`config.mk`:
```
export PLATFORM = sky130hd
export DESIGN_NAME = fsqrt_nr_sequencer
export DESIGN_NICKNAME = d
export VERILOG_FILES = /design/src/rtl/fpu_pkg.sv /design/src/rtl/fp_classify.sv /design/src/rtl/fsqrt_nr_sequencer.sv
export SDC_FILE = /design/constraint.sdc
export NUM_CORES = 1
export LEC_CHECK = 0
export CAP_MARGIN = 20
export CORE_UTILIZATION = 54
export CTS_CLUSTER_SIZE = 10
export DETAILED_ROUTE_END_ITERATION = 16
export DONT_BUFFER_PORTS = 1
export MAX_ROUTING_LAYER = met4
export PLACE_DENSITY = 0.76
export SKIP_CTS_REPAIR_TIMING = 1
export SLEW_MARGIN = 10
export SYNTH_ARGS = -nofsm -noshare
export SYNTH_HDL_FRONTEND = slang
export SYNTH_HIERARCHICAL = 1
export SYNTH_SLANG_ARGS = --single-unit
```
`constraint.sdc`:
```
create_clock -name clk -period 3.9 [get_ports clk]
set_clock_uncertainty 0.2 [all_clocks]
set_input_delay 0.585 -clock clk [delete_from_list [all_inputs] [get_ports clk]]
set_output_delay 0.585 -clock clk [all_outputs]
set_load 0.05 [all_outputs]
```
`src/rtl/fpu_pkg.sv`:
```
// Shared definitions for the sequenced FPU operators: FSM encoding,
// IEEE-754 single-precision constants and small exponent helpers.
package fpu_pkg;

    typedef enum logic [3:0] {
        IDLE     = 4'd0,
        PREP     = 4'd1,
        DIV_REQ  = 4'd2,
        DIV_WAIT = 4'd3,
        ADD_REQ  = 4'd4,
        ADD_WAIT = 4'd5,
        HALVE    = 4'd6,
        PACK     = 4'd7,
        DONE     = 4'd8
    } state_t;

    localparam logic [31:0] QNAN     = 32'h7FC0_0000;
    localparam logic [31:0] PINF     = 32'h7F80_0000;
    localparam logic [7:0]  EXP_BIAS = 8'd127;
    localparam logic [7:0]  EXP_MAX  = 8'hFF;

    // Divide a positive normal float by two by decrementing its exponent.
    function automatic logic [31:0] fp_halve(input logic [31:0] v);
        return {v[31], v[30:23] - 8'd1, v[22:0]};
    endfunction

    // Rescale a normal float by 2^de (8-bit modular exponent add), sign forced positive.
    function automatic logic [31:0] fp_scale(input logic [31:0] v, input logic [7:0] de);
        return {1'b0, v[30:23] + de, v[22:0]};
    endfunction

endpackage

```
`src/rtl/fp_classify.sv`:
```
// Combinational single-precision operand classifier. Denormals report as
// zero because the sequenced operators flush them.
module fp_classify
    import fpu_pkg::*;
(
    input  logic [31:0] x,
    output logic        is_zero,
    output logic        is_inf,
    output logic        is_nan,
    output logic        is_snan,
    output logic        is_neg
);

    logic       exp_max_s;
    logic       man_zero_s;

    assign exp_max_s  = (x[30:23] == EXP_MAX);
    assign man_zero_s = (x[22:0] == 23'd0);

    assign is_zero = (x[30:23] == 8'd0);
    assign is_inf  = exp_max_s && man_zero_s;
    assign is_nan  = exp_max_s && !man_zero_s;
    assign is_snan = is_nan && !x[22];
    assign is_neg  = x[31];

endmodule

```
`src/rtl/fsqrt_nr_sequencer.sv`:
```
// Multi-cycle single-precision square root by Newton-Raphson on the
// mantissa, x <- (x + m/x)/2, using a shared external divider and adder
// through start/done handshakes.
module fsqrt_nr_sequencer
    import fpu_pkg::*;
#(
    parameter int          ITER = 4,
    parameter logic [31:0] SEED = 32'h3FC0_0000
) (
    input  logic        clk,
    input  logic        rst,
    input  logic        start,
    input  logic [31:0] a,
    output logic        busy,
    output logic        done,
    output logic [31:0] result,
    output logic        invalid,
    output logic        div_start,
    output logic [31:0] div_n1,
    output logic [31:0] div_n2,
    input  logic        div_done,
    input  logic [31:0] div_result,
    output logic        add_start,
    output logic [31:0] add_n1,
    output logic [31:0] add_n2,
    output logic        add_sel,
    input  logic        add_done,
    input  logic [31:0] add_result
);

    localparam logic [3:0] ITER_L = 4'(ITER);

    state_t      state_r;
    logic [31:0] a_r;
    logic [31:0] m_r;
    logic [7:0]  half_r;
    logic [31:0] x_r;
    logic [31:0] s_r;
    logic [3:0]  k_r;

    logic        is_zero_s;
    logic        is_inf_s;
    logic        is_nan_s;
    logic        is_snan_s;
    logic        is_neg_s;

    logic [8:0]  e_s;
    logic [7:0]  half_s;
    logic [31:0] m_s;
    logic [31:0] x_next_s;

    logic        special_s;
    logic [31:0] spec_result_s;
    logic        spec_invalid_s;

    assign add_sel = 1'b0;

    fp_classify u_classify (
        .x       (a_r),
        .is_zero (is_zero_s),
        .is_inf  (is_inf_s),
        .is_nan  (is_nan_s),
        .is_snan (is_snan_s),
        .is_neg  (is_neg_s)
    );

    // Unbiased exponent; floor(e/2) is simply e[8:1] of the 9-bit two's complement value.
    assign e_s    = {1'b0, a_r[30:23]} - {1'b0, EXP_BIAS};
    assign half_s = e_s[8:1];
    // Odd exponents are folded into the mantissa so m lies in [1,4).
    assign m_s    = {1'b0, EXP_BIAS + {7'd0, e_s[0]}, a_r[22:0]};

    assign x_next_s = fp_halve(s_r);

    // Special-operand result selection for the latched operand.
    always_comb begin
        special_s      = 1'b1;
        spec_result_s  = 32'd0;
        spec_invalid_s = 1'b0;
        if (is_zero_s) begin
            spec_result_s = {a_r[31], 31'd0};
        end else if (is_nan_s) begin
            spec_result_s  = QNAN;
            spec_invalid_s = is_snan_s;
        end else if (is_neg_s) begin
            spec_result_s  = QNAN;
            spec_invalid_s = 1'b1;
        end else if (is_inf_s) begin
            spec_result_s = PINF;
        end else begin
            special_s = 1'b0;
        end
    end

    // Sequencer FSM with all handshake, operand and result outputs registered.
    always_ff @(posedge clk or negedge rst) begin
        if (!rst) begin
            state_r   <= IDLE;
            a_r       <= 32'd0;
            m_r       <= 32'd0;
            half_r    <= 8'd0;
            x_r       <= 32'd0;
            s_r       <= 32'd0;
            k_r       <= 4'd0;
            busy      <= 1'b0;
            done      <= 1'b0;
            result    <= 32'd0;
            invalid   <= 1'b0;
            div_start <= 1'b0;
            div_n1    <= 32'd0;
            div_n2    <= 32'd0;
            add_start <= 1'b0;
            add_n1    <= 32'd0;
            add_n2    <= 32'd0;
        end else begin
            div_start <= 1'b0;
            add_start <= 1'b0;
            done      <= 1'b0;
            case (state_r)
                IDLE: begin
                    if (start) begin
                        a_r     <= a;
                        busy    <= 1'b1;
                        state_r <= PREP;
                    end
                end
                PREP: begin
                    if (special_s) begin
                        result  <= spec_result_s;
                        invalid <= spec_invalid_s;
                        done    <= 1'b1;
                        busy    <= 1'b0;
                        state_r <= DONE;
                    end else begin
                        m_r       <= m_s;
                        half_r    <= half_s;
                        x_r       <= SEED;
                        k_r       <= 4'd0;
                        div_n1    <= m_s;
                        div_n2    <= SEED;
                        div_start <= 1'b1;
                        state_r   <= DIV_REQ;
                    end
                end
                DIV_REQ: begin
                    state_r <= DIV_WAIT;
                end
                DIV_WAIT: begin
                    if (div_done) begin
                        add_n1    <= div_result;
                        add_n2    <= x_r;
                        add_start <= 1'b1;
                        state_r   <= ADD_REQ;
                    end
                end
                ADD_REQ: begin
                    state_r <= ADD_WAIT;
                end
                ADD_WAIT: begin
                    if (add_done) begin
                        s_r     <= add_result;
                        state_r <= HALVE;
                    end
                end
                HALVE: begin
                    x_r <= x_next_s;
                    k_r <= k_r + 4'd1;
                    if ((k_r + 4'd1) == ITER_L) begin
                        state_r <= PACK;
                    end else begin
                        div_n1    <= m_r;
                        div_n2    <= x_next_s;
                        div_start <= 1'b1;
                        state_r   <= DIV_REQ;
                    end
                end
                PACK: begin
                    result  <= fp_scale(x_r, half_r);
                    invalid <= 1'b0;
                    done    <= 1'b1;
                    busy    <= 1'b0;
                    state_r <= DONE;
                end
                DONE: begin
                    // busy is already low here, so a new request is taken immediately.
                    if (start) begin
                        a_r     <= a;
                        busy    <= 1'b1;
                        state_r <= PREP;
                    end else begin
                        state_r <= IDLE;
                    end
                end
                default: begin
                    busy    <= 1'b0;
                    state_r <= IDLE;
                end
            endcase
        end
    end

endmodule

```
Word level (Yosys, flattened, before mapping)
Cells that the tools add are included.
{ "word_totals": {"ram_bits": 0, "register_bits": 308, "wordCells": 103, "n_memories": 0, "out_inout_bits": 166, "latchBits": 0, "rom_bits": 0, "inputBits": 101} }
{ "classes": {"eq_ne": 17, "div": 0, "n_lt_le_gt_ge": 0, "shift": 0, "bitwise_logic": 2, "reduce_logical": 21, "n_mux": 41, "addsub": 5, "multipliers": 0} }
{ "ops": {"columns": ["operator", "n"], "rows": [
  ["$pmux W32 S2", 4],
  ["$mux W32", 6],
  ["$mux W31", 3],
  ["$pmux W4 S9", 1],
  ["$logic_not A23 Y1", 1],
  ["$eq A4 B3 Y1 const B", 5],
  ["$mux W4", 5],
  ["$mux W1", 16],
  ["$ne A2 B2 Y1 const B", 6],
  ["$reduce_and A2 Y1", 6],
  ["$reduce_and A3 Y1", 3],
  ["$sub A8 B7 Y9 const B", 1],
  ["$add A7 B1 Y8 const A", 1],
  ["$add A8 B8 Y8", 1],
  ["$eq A4 B2 Y1 const B", 2],
  ["$eq A8 B8 Y1 const B", 1],
  ["$logic_not A8 Y1", 1],
  ["$pmux W4 S2", 1],
  ["$sub A8 B1 Y8 const B", 1],
  ["$pmux W1 S2", 3],
  ["$reduce_or A5 Y1", 1],
  ["$add A4 B1 Y4 const B", 1],
  ["$eq A4 B1 Y1 const B", 1],
  ["$eq A4 B4 Y1 const B", 1],
  ["other kinds (9)", 14]
]} }

Logic depth before layout (Yosys ltp)
Gate-level depths: netlist of run 1.
{ "depth": {"word_depth": 8, "ltp_mapped": 10} }

Modules after synthesis
The synthesis of run 1 kept the hierarchy.
{ "modules_own_cells": {"columns": ["mod", "n_inst", "area_each_um2", "cells_each"], "rows": [
  ["fsqrt_nr_sequencer", 1, 11852.6, 1096],
  ["fp_classify", 1, 133.9, 19]
]} }

Worst setup path before layout of run 1
No wires, ideal clock.
{ "synth_path": {"path_kind": "register to register", "from": "reg a_r[23]", "to": "reg div_n2[30]", "t_required_ps": 3605, "synth_period_minus_slack_ps": 2541, "setup_slack_ps": 1359, "t_arrival_ps": 2246, "stages_incl_launch_ff": 10, "cell_sequence": "dfrtp_1 > or4_1 > nor2_1 > nor4_4 > nand2_2 > a21boi_2 > buf_2 > buf_2 > nand2_1 > o31ai_1"} }
{ "synth_lines": {"columns": ["element", "line", "source"], "rows": [
  ["from (decl)", "fsqrt_nr_sequencer.sv:34", "logic [31:0] a_r;"],
  ["from (signal assigned)", "fsqrt_nr_sequencer.sv:99", "a_r <= 32'd0;"],
  ["from (signal assigned)", "fsqrt_nr_sequencer.sv:122", "a_r <= a;"],
  ["from (signal assigned)", "fsqrt_nr_sequencer.sv:187", "a_r <= a;"],
  ["$logic_not A8 Y1", "fp_classify.sv:20", "assign is_zero = (x[30:23] == 8'd0);"],
  ["via is_zero_s", "fsqrt_nr_sequencer.sv:41", "logic is_zero_s;"],
  ["$mux W1", "fsqrt_nr_sequencer.sv:80", "if (is_zero_s) begin"],
  ["$ne A2 B2 Y1 (no line)", null, null],
  ["$reduce_and A3 Y1 (no line)", null, null],
  ["to (signal assigned)", "fsqrt_nr_sequencer.sv:172", "div_n2 <= x_next_s;"],
  ["to (decl)", "fsqrt_nr_sequencer.sv:20", "output logic [31:0] div_n2,"]
]} }
The timed path passes the listed nets, and every way through them passes these cells.
A chain may end at the register's enable or synchronous reset.

Worst setup path in the final report of run 1
{ "layout_path": {"from": "reg a_r[1]", "to": "reg result[24]"} }
{ "layout_lines": {"columns": ["element", "line", "source"], "rows": [
  ["$logic_not A23 Y1 *", "fp_classify.sv:18", "assign man_zero_s = (x[22:0] == 23'd0);"],
  ["$logic_not A1 Y1 *", "fp_classify.sv:22", "assign is_nan = exp_max_s && !man_zero_s;"],
  ["$logic_and A1 B1 Y1 *", "fp_classify.sv:22", null],
  ["via is_nan_s", "fsqrt_nr_sequencer.sv:43", "logic is_nan_s;"],
  ["$mux W31 / $mux W1 (equally long branches)", "fsqrt_nr_sequencer.sv:82", "end else if (is_nan_s) begin"],
  ["$mux W32 / $mux W1 (equally long branches)", "fsqrt_nr_sequencer.sv:80", null],
  ["$mux W32 / $ne A2 B2 Y1 (equally long branches)", null, null],
  ["$pmux W32 S2 / $reduce_and A2 Y1 (equally long branches)", null, null],
  ["to (signal assigned)", "fsqrt_nr_sequencer.sv:129", "result <= spec_result_s;"],
  ["to (signal assigned)", "fsqrt_nr_sequencer.sv:178", "result <= fp_scale(x_r, half_r);"],
  ["to (decl)", "fsqrt_nr_sequencer.sv:16", "output logic [31:0] result,"]
]} }
The timed path passes the listed nets; every way through them passes the cells marked *. The select of a mux whose other input is x is not followed.

==> results of run 1 <==
-- state kept, by name (all words and copies together), names as in the netlist --
signal,cells
result,32
s_r,32
a_r,32
invalid,1
add_n1,32
state_r,4
add_start,1
k_r,4
div_start,1
add_n2,32
div_n1,25
done,1
div_n2,32
busy,1
x_r,32
m_r,25
half_r,8
-- placed cells by master, fill, tap and decap left out, types with 4 or more instances in the layout --
cell type / netlist / layout
a21oi_1: 25 / 25
nor3_1: 4 / 4
nor2_1: 66 / 66
a31oi_1: 34 / 34
nor4_1: 5 / 5
dfrtp_1: 295 / 294
nand2b_1: 4 / 4
xor2_1: 8 / 8
o21ai_0: 84 / 84
ha_1: 10 / 10
buf_4: 13 / 9
xnor2_1: 11 / 11
o21ai_1: 22 / 22
dlygate4sd3_1: 0 / 19
nand2_1: 298 / 297
nand3_1: 6 / 5
inv_1: 27 / 27
clkbuf_16: 0 / 36
mux2_2: 86 / 86
-- power by group through the flow --
stage | clock network, mW | registers [mW] | logic (mW)
5_1_grt | 3.01 | 7.48 | 3.36
6_report | 2.80 | 7.29 | 2.97
4_1_cts | 2.88 | 7.30 | 2.98
3_5_place_dp | 0 | 7.35 | 2.97
2_1_floorplan | 0 | 6.84 | 2.66
3_3_place_gp | 0 | 7.29 | 2.83
-- kinds of logic (layout without fill, tap and decap cells) --
family | after synthesis | in the layout | synth area share [%]
AOI/OAI and AO/OA | 186 | 186 | 8.633
adders and majority gates | 11 | 11 | 1.211
other | 1 | 3 | 0.03129
xor gates and xnor gates | 19 | 19 | 1.388
buffers and inverters | 96 | 102 | 3.925
muxes | 92 | 92 | 8.612
and+or+nand+nor | 415 | 415 | 14.61
DFF | 295 | 295 | 61.59
-- how the worst max path moves through the flow --
stage / start / endpoint / slack [ps] / cells past startpoint
2_1_floorplan: a_r[23] / div_n2[30] / 1360 / 9
3_3_place_gp: a_r[1] / result[23] / 1040 / 10
3_5_place_dp: a_r[1] / result[24] / 970 / 10
4_1_cts: a_r[1] / result[24] / 930 / 10
5_1_grt: a_r[1] / result[23] / 750 / 10
6_report: a_r[1] / result[24] / 980 / 10
-- worst max-delay path, delay by kind of cell, from the launching register on --
| kind | cells | cell delay, ps |
|---|---|---|
| and+or+nand+nor | 6 | 1510 |
| AOI/OAI and AO/OA | 2 | 220 |
| DFF | 1 | 410 |
| buffers and inverters | 2 | 420 |
-- final cells by class --
| type | instances | area share, % |
|---|---|---|
| repair buffers | 30 | 2.298 |
| well taps | 280 | 2.637 |
| multi-input cells | 725 | 31.37 |
| flip-flops and latches | 295 | 55.59 |
| clock buffers | 40 | 7.045 |
| clock inverters | 2 | 0.1884 |
| diodes | 1 | 0.01884 |
| inverters | 30 | 0.8476 |
-- per-stage QoR --
stage               cells  instance area (µm²)
finish               1403                13290
detailed placement   1341                12130
floorplan            1116                11990
global placement     1340                12100
global route         1402                13280
CTS                  1383                13090
-- layer usage --
layer / GRT usage [%] / up-vias / share of wire (%)
met1: 28.81 / 3828 / 41
met2: 38.10 / 245 / 48
met3: 8.133 / 39 / 9.3
met5: - / - / 0
li1: - / 3695 / -
met4: 6.450 / 0 / 1.7
==> results.yml, run 1 <==
run_status:
  status: "complete, but fails checks"
  violations: "negative hold slack"
critical_path:
  cp.arrival_ps: 3060
  critPathCaptureType: "flip-flop"
  slowest_stage: "nor4_1"
  rrSetupSlack_ps: 980
  r2r-end: "result[24]"
  cpMostUsedCell: "a21oi_1"
  worstPathCellList: "nor4_1 > and4_1 > a21oi_1 > nor4_4 > and2b_4 > nor2_4 > buf_4 > inv_2 > nor2_1 > a21oi_1"
  max_stage_delay_ps: 420
  crit_fanout: 23
  start_kind: "flip-flop"
  r2r-start: "a_r[1]"
  cp.required_ps: 4040
  crit_type: "flip-flop to flip-flop"
  rr_worst_depth: 10
yosys:
  yosysWarnings: 6
  synth_top_cells_by_area: "dfrtp_1 (62%), nand2_1 (9.3%), mux2_2 (8.1%), o21ai_0 (3.5%), nor2_1 (2.1%)"
  seq_area_frac_synth_pct: 61.59
  syn_inst: 1115
  avgSynthCellArea_um2: 10.75
  yosys_most_used_dff: "dfrtp_1"
  synth_commonest_cells: "nand2_1 (298), dfrtp_1 (295), mux2_2 (86), o21ai_0 (84), nor2_1 (66)"
  synth_area_leader_cell: "dfrtp_1"
  netlist_area_um2: 11990
  yosysMostFrequentCell: "nand2_1"
  synth_top_area_share_pct: 61.59
  async_reset_ff_share_pct: 100.0
  synth_cell_types: 56
  ys_seq_elements: 295
  synth_edf_count: 0
timing:
  max_freq_mhz: 342.2
  slew-limit-headroom_pct: 33.72
  setup_viol: 0
  hold_violations: 295
  period_minus_slack_ps: 2923
  setup_ws_ps: 977.3
  tightest_slew_ps: 994.3
  rsz0062_at_grt: "false"
  slew_violations: 0
  setup_tns_ps: 0
  timing.final.crit_share_pct: 74.94
  holdWs_ps: -419.8
clocking:
  clock_latency_ps: 500
  cts_root_buf: "clkbuf_16"
  clkTransAtPathRegs_ps: 60
  clockBufferDepth: 3
  cts_made_buffers: 35
  tritoncts: "yes"
  cts.sinks: 295
  htree_levels: 2
global_route:
  grt_overflow: 0
  grt_first_pass_wirelength_um: 40570
  grt_start_max_net_pins: 296
  grt_pass1_vias: 7594
  antenna_found_initial: 0
  grt_usage_pct: 23.83
cells_and_area:
  final_util_pct: 60.88
  synthToLayoutAreaGrowth_pct: 10.83
  regArea_um2: 7386
  nNetsFinal: 1229
  drive_above_1_share_pct: 13.64
  fillers: 1758
  multiInputGateArea_um2: 4168
place:
  place_congestion: 0.8306
  io_buffers: 0
  post-place-ws_ps: 967.0
  hpwl_um: 17590
floorplanning:
  dieArea_um2: 22800
  dieWidth_um: 151.0
  start_util_pct: 54.92
  die_h_um: 151.0
  row_count: 54
  core_um2: 21820
  ios: 267
detailed_routing:
  vias_per_cell: 5.565
  route.detailed.drc: 0
  drtIter0Drc: 321
  postRouteAntennaNets: 0
  first_pass_iters: 5
  vias: 7807
  postRouteWirelength_um: 26470
  wl_per_cell_um: 18.87
power:
  clock_power_share_pct: 21.5
  sw_frac_of_total_pct: 44.27
  p_leak_nw: 5.999
  p_int_mw: 7.283
  p_sw_mw: 5.785
  power_frac_comb_pct: 22.7
  seq_power_share_pct: 55.8
  ir_worst_vdd_mv: 0.5111
  power.density_nw_per_um2: 983.7
  total_power_mw: 13.07
run:
  drv_cap: 0
hold_path:
  hold_path_class: "primary input to asynchronous set/reset pin"
(Power assumes the default switching activity.)
==> run 2, diff against run 1 <==
clock period = 2.7 ns   (was 3.9 ns; I/O delays follow)
==> run 2 against run 1 <==
- the run ends with negative hold slack, negative setup slack left
- global-route usage increased by 0.072 points
- via count increased by 9.4%
- sequential share of layout area decreased by 5.8 points
- worst setup slack got worse by 1000 ps
- total power increased by 54%
- fmax increased by 5.8%
- critical path type unchanged
- largest cell class unchanged
==> results.yml, run 2 (synthesis results as in run 1) <==
timing:
  period_minus_slack_ps: 2761
  slew_violations: 0
  setup_ws_ps: -61.33
  rsz0062_at_grt: "true"
  holdWs_ps: -590.4
  slew-limit-headroom_pct: 45.17
  setup_tns_ps: -471.3
  hold_violations: 295
  setup_viol: 26
  max_freq_mhz: 362.1
  tightest_slew_ps: 822.4
  timing.final.crit_share_pct: 102.3
critical_path:
  cp.required_ps: 2880
  crit_family: "simple AND/OR/NAND/NOR gates"
  cp.arrival_ps: 2940
  worstPathCellList: "or4_4 > nor2_4 > a21oi_4 > nor4_4 > and2b_4 > nor2_4 > buf_12 > buf_6 > inv_6 > nor2_2 > a21oi_2"
  crit_type: "flip-flop to flip-flop"
  setup.worst_path.start: "a_r[5]"
  slowest_stage: "or4_4"
  path_buf_inv: 3
  r2r-start: "a_r[5]"
  max_stage_delay_ps: 540
  start_kind: "flip-flop"
  critPathCaptureType: "flip-flop"
  cpMostUsedCell: "nor2_4"
  crit_fanout: 6
detailed_routing:
  drtIter0Drc: 438
  wl_per_cell_um: 20.06
  postRouteWirelength_um: 30410
  route.detailed.drc: 0
  vias_per_cell: 5.636
  first_pass_iters: 7
  postRouteAntennaNets: 0
  vias: 8544
cells_and_area:
  final_cell_area_um2: 14830
  regArea_um2: 7386
  fillers: 1539
  nNetsFinal: 1345
  drive_above_1_share_pct: 19.90
  instances_no_fill: 1516
  synthToLayoutAreaGrowth_pct: 23.70
  final_common_cell: "dfrtp_1"
  n_antenna_cell: 0
  final_util_pct: 67.94
  multiInputGateArea_um2: 4472
  layout_common_cells: "dfrtp_1 (294), nand2_1 (285), dlygate4sd3_1 (99)"
power:
  ir_worst_vdd_mv: 1.218
  power.density_nw_per_um2: 1357
  p_leak_nw: 6.619
clocking:
  clockBufferDepth: 3
  clkTransAtPathRegs_ps: 50
  cts.sinks: 295
  clock_latency_ps: 500
  cts_root_buf: "clkbuf_16"
  tritoncts: "yes"
  htree_levels: 2
  cts_made_buffers: 35
place:
  place_inst: 1360
  placed_cell_area_um2: 12330
  place_congestion: 0.8273
  hpwl_um: 17940
  io_buffers: 0
global_route:
  grt_first_pass_wirelength_um: 40750
  grt_pass1_vias: 7609
  grt_usage_pct: 23.90
  antenna_found_initial: 0
  grt_overflow: 0
  grt_start_max_net_pins: 296
hold_path:
  hold_path_class: "primary input to asynchronous set/reset pin"
run:
  drv_cap: 0
floorplanning:
  die_h_um: 151.0
  ios: 267
  core_um2: 21820
  start_util_pct: 54.92
  row_count: 54
  dieWidth_um: 151.0
  dieArea_um2: 22800
run_status:
  status: "complete, but fails checks"
  violations: "negative hold slack, negative setup slack"
-- run 2: cell count changes in the layout (fill, tap and decap cells not counted), sizes merged --
cell,before,now
buf,11,41
clkbuf,40,45
diode,1,0
dlygate4sd3,19,99
inv,30,29
-- run 2: stage by stage --
step                power, mW  hold slack [ps]  setup slack (ps)
floorplan               13.72           -90.59             158.7
global placement        14.87           -82.34             119.7
detailed placement      15.12           -84.21             52.95
CTS                     19.14           -608.6             35.17
global route            21.11           -607.5            -129.8
finish                  20.12           -590.4            -61.33
-- run 2: layer usage --
layer,GRT usage [%],wire length (µm),up-vias
met5,-,0,-
met3,8.012,2471,61
met2,37.06,15150,318
met1,29.94,12220,4236
li1,-,-,3929
met4,6.700,564,0
-- run 2: worst paths after layout --
| kind | endpoint | slack (ps) | cells past startpoint |
|---|---|---|---|
| max | result[25] | -60 | 11 |
| min | add_n2[10] | -590 | 0 |
| max reg2reg | result[25] | -60 | 11 |
| min reg2reg | m_r[30] | 290 | 2 |
| max in group asynchronous | div_n2[18] | 2270 | 0 |
| min in group clk | state_r[0] | 20 | 4 |
-- run 2: area by class of cell --
cell class | instances | area share [%]
flip-flops and latches | 295 | 49.81
multi-input cells | 725 | 30.16
repair buffers | 146 | 10.63
clock buffers | 39 | 6.143
well taps | 280 | 2.363
inverters | 30 | 0.8270
clock inverters | 1 | 0.05907
-- run 2: power breakdown --
part / internal, mW / leakage [nW] / switching, mW / total [mW]
sequential: 6.13 / 3.69 / 4.37 / 10.5
clock: 2.35 / 0.453 / 1.65 / 4.00
combinational: 2.66 / 2.48 / 2.95 / 5.62
